**src/rtl/memory_arbiter_if.sv**
```systemverilog
// Bundle of the instruction-side, data-side and main-memory signals that
// pass through the memory arbiter. The arbiter takes the slave view; the
// caches and memory model together form the master view.
interface memory_arbiter_if;
  logic [31:0] iAddress;
  logic        iReadEnable;
  logic [31:0] iDataOut;
  logic        iReady;

  logic [31:0] dAddress;
  logic        dReadEnable;
  logic        dWriteEnable;
  logic [31:0] dDataIn;
  logic [31:0] dDataOut;
  logic        dReady;

  logic [31:0] memoryAddress;
  logic [31:0] memoryDataOut;
  logic        memoryReadEnable;
  logic        memoryWriteEnable;
  logic [31:0] memoryDataIn;
  logic        memoryReady;

  logic        timeoutError;

  modport slave (
    input  iAddress, iReadEnable,
    input  dAddress, dReadEnable, dWriteEnable, dDataIn,
    input  memoryDataIn, memoryReady,
    output iDataOut, iReady,
    output dDataOut, dReady,
    output memoryAddress, memoryDataOut, memoryReadEnable, memoryWriteEnable,
    output timeoutError
  );

  modport master (
    output iAddress, iReadEnable,
    output dAddress, dReadEnable, dWriteEnable, dDataIn,
    output memoryDataIn, memoryReady,
    input  iDataOut, iReady,
    input  dDataOut, dReady,
    input  memoryAddress, memoryDataOut, memoryReadEnable, memoryWriteEnable,
    input  timeoutError
  );
endinterface

```
**src/rtl/memory_arbiter.sv**
```systemverilog
// Shares one main-memory port between the instruction and data caches.
// One requester is served at a time, ties alternate round-robin, the grant
// is held until memory answers or the per-transaction timeout expires, and
// every transaction ends with a one-cycle DONE state that emits the ready
// pulse and lets the requester drop its request before the next grant.
module memory_arbiter #(
  parameter int unsigned TIMEOUT = 255
) (
  input logic clk,
  input logic reset,
  memory_arbiter_if.slave bus
);

  localparam logic [1:0] IDLE    = 2'd0;
  localparam logic [1:0] SERVE_I = 2'd1;
  localparam logic [1:0] SERVE_D = 2'd2;
  localparam logic [1:0] DONE    = 2'd3;

  // Last wait count at which a serve state may still be waiting for memory.
  localparam logic [7:0] LAST_WAIT = 8'(TIMEOUT - 1);

  logic [1:0]  state;
  logic        last_grant;   // 0 = instruction side, 1 = data side
  logic [7:0]  wait_count;
  logic [31:0] i_data;
  logic [31:0] d_data;
  logic        i_ready;
  logic        d_ready;
  logic        timeout_error;

  logic        i_req;
  logic        d_req;
  logic        grant_d;
  logic        serve_abort;
  logic        serve_end;
  logic [31:0] serve_result;

  assign i_req = bus.iReadEnable;
  assign d_req = bus.dReadEnable | bus.dWriteEnable;

  // Data side wins when alone, or on a tie when the instruction side was last served.
  assign grant_d = d_req & (~i_req | ~last_grant);

  // Memory answering takes priority over an abort in the same cycle.
  assign serve_abort  = ~bus.memoryReady & (wait_count == LAST_WAIT);
  assign serve_end    = bus.memoryReady | serve_abort;
  assign serve_result = bus.memoryReady ? bus.memoryDataIn : 32'hFFFF_FFFF;

  // Arbitration state machine with completion/abort bookkeeping.
  always_ff @(posedge clk or posedge reset) begin
    if (reset) begin
      state         <= IDLE;
      last_grant    <= 1'b0;
      wait_count    <= 8'd0;
      i_data        <= 32'd0;
      d_data        <= 32'd0;
      i_ready       <= 1'b0;
      d_ready       <= 1'b0;
      timeout_error <= 1'b0;
    end else begin
      case (state)
        IDLE: begin
          if (i_req | d_req) begin
            state      <= grant_d ? SERVE_D : SERVE_I;
            last_grant <= grant_d;
            wait_count <= 8'd0;
          end
        end
        SERVE_I: begin
          if (serve_end) begin
            i_data        <= serve_result;
            i_ready       <= 1'b1;
            timeout_error <= serve_abort;
            state         <= DONE;
          end else begin
            wait_count <= wait_count + 8'd1;
          end
        end
        SERVE_D: begin
          if (serve_end) begin
            d_data        <= serve_result;
            d_ready       <= 1'b1;
            timeout_error <= serve_abort;
            state         <= DONE;
          end else begin
            wait_count <= wait_count + 8'd1;
          end
        end
        default: begin
          // DONE: pulses end here; no grant so the requester can drop its request.
          i_ready       <= 1'b0;
          d_ready       <= 1'b0;
          timeout_error <= 1'b0;
          state         <= IDLE;
        end
      endcase
    end
  end

  // Memory port is a pure function of the state and the live requester inputs.
  always_comb begin
    bus.memoryAddress     = 32'd0;
    bus.memoryDataOut     = 32'd0;
    bus.memoryReadEnable  = 1'b0;
    bus.memoryWriteEnable = 1'b0;
    case (state)
      SERVE_I: begin
        bus.memoryAddress    = bus.iAddress;
        bus.memoryReadEnable = 1'b1;
      end
      SERVE_D: begin
        bus.memoryAddress     = bus.dAddress;
        bus.memoryDataOut     = bus.dDataIn;
        bus.memoryWriteEnable = bus.dWriteEnable;
        bus.memoryReadEnable  = bus.dReadEnable & ~bus.dWriteEnable;
      end
      default: ;
    endcase
  end

  assign bus.iDataOut     = i_data;
  assign bus.iReady       = i_ready;
  assign bus.dDataOut     = d_data;
  assign bus.dReady       = d_ready;
  assign bus.timeoutError = timeout_error;

endmodule
```
**src/flat_wrapper.sv**
```systemverilog
// flat-port wrapper written by rule: the top's interface ports become plain ports
module memory_arbiter_flat 
#(
  parameter int unsigned TIMEOUT = 255
)
  (clk, reset, bus_iAddress, bus_iReadEnable, bus_dAddress, bus_dReadEnable, bus_dWriteEnable, bus_dDataIn, bus_memoryDataIn, bus_memoryReady, bus_iDataOut, bus_iReady, bus_dDataOut, bus_dReady, bus_memoryAddress, bus_memoryDataOut, bus_memoryReadEnable, bus_memoryWriteEnable, bus_timeoutError);
  memory_arbiter_if bus_i ();
  input logic clk;
  input logic reset;
  input wire logic [$bits(bus_i.iAddress)-1:0] bus_iAddress;
  input wire logic [$bits(bus_i.iReadEnable)-1:0] bus_iReadEnable;
  input wire logic [$bits(bus_i.dAddress)-1:0] bus_dAddress;
  input wire logic [$bits(bus_i.dReadEnable)-1:0] bus_dReadEnable;
  input wire logic [$bits(bus_i.dWriteEnable)-1:0] bus_dWriteEnable;
  input wire logic [$bits(bus_i.dDataIn)-1:0] bus_dDataIn;
  input wire logic [$bits(bus_i.memoryDataIn)-1:0] bus_memoryDataIn;
  input wire logic [$bits(bus_i.memoryReady)-1:0] bus_memoryReady;
  output wire logic [$bits(bus_i.iDataOut)-1:0] bus_iDataOut;
  output wire logic [$bits(bus_i.iReady)-1:0] bus_iReady;
  output wire logic [$bits(bus_i.dDataOut)-1:0] bus_dDataOut;
  output wire logic [$bits(bus_i.dReady)-1:0] bus_dReady;
  output wire logic [$bits(bus_i.memoryAddress)-1:0] bus_memoryAddress;
  output wire logic [$bits(bus_i.memoryDataOut)-1:0] bus_memoryDataOut;
  output wire logic [$bits(bus_i.memoryReadEnable)-1:0] bus_memoryReadEnable;
  output wire logic [$bits(bus_i.memoryWriteEnable)-1:0] bus_memoryWriteEnable;
  output wire logic [$bits(bus_i.timeoutError)-1:0] bus_timeoutError;
  assign bus_i.iAddress = bus_iAddress;
  assign bus_i.iReadEnable = bus_iReadEnable;
  assign bus_i.dAddress = bus_dAddress;
  assign bus_i.dReadEnable = bus_dReadEnable;
  assign bus_i.dWriteEnable = bus_dWriteEnable;
  assign bus_i.dDataIn = bus_dDataIn;
  assign bus_i.memoryDataIn = bus_memoryDataIn;
  assign bus_i.memoryReady = bus_memoryReady;
  assign bus_iDataOut = bus_i.iDataOut;
  assign bus_iReady = bus_i.iReady;
  assign bus_dDataOut = bus_i.dDataOut;
  assign bus_dReady = bus_i.dReady;
  assign bus_memoryAddress = bus_i.memoryAddress;
  assign bus_memoryDataOut = bus_i.memoryDataOut;
  assign bus_memoryReadEnable = bus_i.memoryReadEnable;
  assign bus_memoryWriteEnable = bus_i.memoryWriteEnable;
  assign bus_timeoutError = bus_i.timeoutError;
  memory_arbiter #(.TIMEOUT(TIMEOUT)) u_core (.clk(clk), .reset(reset), .bus(bus_i));
endmodule
```
**config.mk**
```make
export PLATFORM = sky130hd
export DESIGN_NAME = memory_arbiter_flat
export DESIGN_NICKNAME = d
export VERILOG_FILES = /design/src/rtl/memory_arbiter_if.sv /design/src/rtl/memory_arbiter.sv /design/src/flat_wrapper.sv
export SDC_FILE = /design/constraint.sdc
export NUM_CORES = 1
export LEC_CHECK = 0
export BUFFER_PORTS_ARGS = -buffer_cell sky130_fd_sc_hd__buf_4
export CORE_ASPECT_RATIO = 0.5
export CORE_UTILIZATION = 45
export DETAILED_ROUTE_END_ITERATION = 8
export PLACE_DENSITY_LB_ADDON = 0.05
export SYNTH_ARGS = -nofsm -noshare
export SYNTH_HDL_FRONTEND = slang
export SYNTH_SLANG_ARGS = --single-unit
```
**constraint.sdc**
```tcl
create_clock -name clk -period 4.9 [get_ports clk]
set_clock_uncertainty 0.2 [all_clocks]
set_input_delay 0.98 -clock clk [delete_from_list [all_inputs] [get_ports clk]]
set_output_delay 0.98 -clock clk [all_outputs]
set_load 0.02 [all_outputs]
```
==> impl_metrics.env <==
export IMPL_reg2reg_slack_ps=2190
export IMPL_synth_compound_area_frac=0.257
export IMPL_h_tree_depth=3
export IMPL_syn_area_per_cell_um2=11.2
export IMPL_final_hold_viol_count=0
export IMPL_synth_top_family_by_area="compound AO/OA/AOI/OAI gates"
export IMPL_insertion_delay_ps=330
export IMPL_vias=3815
export IMPL_cts_resized=0
export IMPL_min_path_cells=1
export IMPL_status="finished, final reports clean"
export IMPL_coreArea_mm2=0.00823
export IMPL_drtIter0Drc=233
export IMPL_reg2regPathDepth=6
export IMPL_min_to="u_core.bus.iDataOut[31]$_DFFE_PP0P_"
export IMPL_via_per_inst=5.33
export IMPL_synth_edf_count=0
export IMPL_async_flop_share=1.00
export IMPL_grt_setup_unrepaired="false"
export IMPL_drt_antenna_violating_nets=0
export IMPL_routed_wl_mm=13.1
export IMPL_hold_class="reg -> reg"
export IMPL_syn2layout_area_growth_pct=57.6
export IMPL_synthSimpleGateAreaFrac=0.164
export IMPL_dr_pass1_iters=4
export IMPL_drive_above_1_share=0.498
export IMPL_fin_crit_sh=0.721
export IMPL_cts_tree="done"
export IMPL_peakVddDrop_mv=0.344
export IMPL_synth_xor_area_share=0
export IMPL_holdCritStartpoint="u_core.bus.iDataOut[31]$_DFFE_PP0P_"
export IMPL_crit_fanout=71
export IMPL_relSlewSlack=0.252
export IMPL_port_buffers=266
export IMPL_row_count=23
export IMPL_drc=0
export IMPL_fin_nets=740
export IMPL_crit_arrival_ps=2350
export IMPL_fp_dieArea_mm2=0.00916
export IMPL_netlist_area_mm2=0.00394
export IMPL_critical_path_class="reg -> out"
export IMPL_grt_max_degree=72
export IMPL_final_core_util=0.754
export IMPL_yosysSeqAreaShare=0.495
export IMPL_start_kind="flop"
export IMPL_finalSetupViolations=0
export IMPL_whs_ps=288
export IMPL_io_pins=267
export IMPL_timing_fmax_ghz=0.283
export IMPL_slew_violations=0
export IMPL_antenna_found_initial=0
export IMPL_r2r_end="u_core.state[1]$_DFFE_PP0P_"
export IMPL_clk_path_buf_depth=2
export IMPL_yosys_area_share_adder=0.0191
export IMPL_numCtsBuffers=9
export IMPL_synth_top_flop_cell="dfrtp_1"
export IMPL_synth_warnings=0
export IMPL_cts_setup_buffers=0
export IMPL_dp_hpwl_mm=9.18
export IMPL_die_w_um=134
export IMPL_cts_sinks=78
export IMPL_initial_core_util=0.479
export IMPL_worst_pin_slew_ps=1120
export IMPL_powerDensity_mw_per_mm2=704
export IMPL_clk_pin_slew_ps=60
export IMPL_grt_pass1_vias=3603
export IMPL_hold_buffers=0
export IMPL_grt_pass1_wl_mm=19.0
export IMPL_synthCells=351
export IMPL_globalplace_congestion=0.794
export IMPL_drv_cap=0
export IMPL_overflow=0
export IMPL_period_minus_slack_ps=3530
export IMPL_cellLeakagePower_nw=2.91
export IMPL_die_h_um=68.2
export IMPL_ys_types=43
export IMPL_finalSetupTns_ps=0
export IMPL_end_kind="output pin"
export IMPL_antenna_cells=0
export IMPL_ys_ff_latch=78
export IMPL_synthMuxAreaShare=0.00826
export IMPL_worstReg2RegStart="u_core.state[0]$_DFFE_PP0P_"
export IMPL_clockRootBuffer="clkbuf_16"
export IMPL_track_usage=0.277
export IMPL_wl_per_cell_um=18.3
export IMPL_synth_nets=491
export IMPL_required_ps=3720
export IMPL_fin_area_mm2=0.00621
export IMPL_placed_cell_area_mm2=0.00591
-- power by group --
part	switching (W)	total, W	internal, W
logic	0.00143	0.00259	0.00116
registers	0.000179	0.00112	0.000938
clock network	0.000257	0.000663	0.000406
-- worst max-delay path: stages (launching register included) --
cell and delay [ps]:
dfrtp_1 410, inv_1 100, ha_2 910, a22oi_1 230, nor2b_1 190, buf_4 160
-- flip-flops by register name, summed over array words and instances (netlist names) --
signal / count
u_core.bus.dReady: 1
u_core.bus.dDataOut: 32
u_core.bus.timeoutError: 1
u_core.bus.iReady: 1
u_core.last_grant: 1
u_core.bus.iDataOut: 32
u_core.state: 2
u_core.wait_count: 8
-- cell usage in the layout (no fill, tap or decap), types with 6 or more instances in the layout --
master,n
nand2_1,6
nor3_1,6
a22oi_1,32
buf_4,270
and2_1,33
inv_1,6
o22a_1,65
nor2_1,6
nor2b_1,34
dfrtp_1,78
clkbuf_16,9
-- synth_stat cells (2+ instances only) --
master,n,area [um^2]
and2_4,2,17.5
a2bb2oi_1,5,43.8
buf_1,2,7.51
o21a_1,2,15.0
a21boi_0,4,30.0
nor2b_1,34,213
mux2_2,2,22.5
and2_1,33,206
nor2_1,6,22.5
o22a_1,65,569
nand3_1,5,25.0
a21oi_1,3,15.0
inv_1,7,26.3
clkbuf_1,18,67.6
a22oi_1,32,240
dfrtp_1,78,1950
nand4_1,2,12.5
o32a_2,2,22.5
ha_1,6,75.1
nand2_1,6,22.5
buf_6,10,113
nor3_1,6,30.0
-- how the worst max path moves through the flow --
| stage | start | cells after the start | endpoint |
|---|---|---|---|
| 2_1_floorplan | reset | 1 | u_core.bus.dDataOut[0]$_DFFE_PP0P_ |
| 3_3_place_gp | u_core.state[0]$_DFFE_PP0P_ | 5 | bus_memoryAddress[10] |
| 3_5_place_dp | u_core.state[0]$_DFFE_PP0P_ | 5 | bus_memoryAddress[10] |
| 4_1_cts | u_core.state[0]$_DFFE_PP0P_ | 5 | bus_memoryAddress[10] |
| 5_1_grt | u_core.state[0]$_DFFE_PP0P_ | 5 | bus_memoryAddress[10] |
| 6_report | u_core.state[0]$_DFFE_PP0P_ | 5 | bus_memoryAddress[18] |
-- stage by stage --
stage	worst slack, ps	power, W	cells
floorplan	1720	0.00269	351
global placement	1750	0.00366	701
detailed placement	1730	0.00370	701
CTS	1360	0.00440	716
global route	1210	0.00461	716
finish	1370	0.00437	716
-- layout make-up --
type	count	area, um^2
Clock buffer	10	239
Multi-Input combinational cell	234	1770
Timing Repair Buffer	270	2030
Inverter	7	26.3
Clock inverter	5	58.8
Sequential cell	78	1950
Fill cell	590	2020
Tap cell	112	140
-- metal layers --
layer / global-route usage / wire length, um
met5: 0 / 0
met4: 0.0772 / 114
met3: 0.0904 / 898
met2: 0.459 / 6590
met1: 0.353 / 5510
-- cell families after synthesis --
kind of cell	count (synthesis)
muxes	3
and+or+nand+nor	103
adders and majority gates	6
buffers and inverters	39
DFF	78
AOI/OAI and AO/OA	122
(Power assumes the default switching activity.)
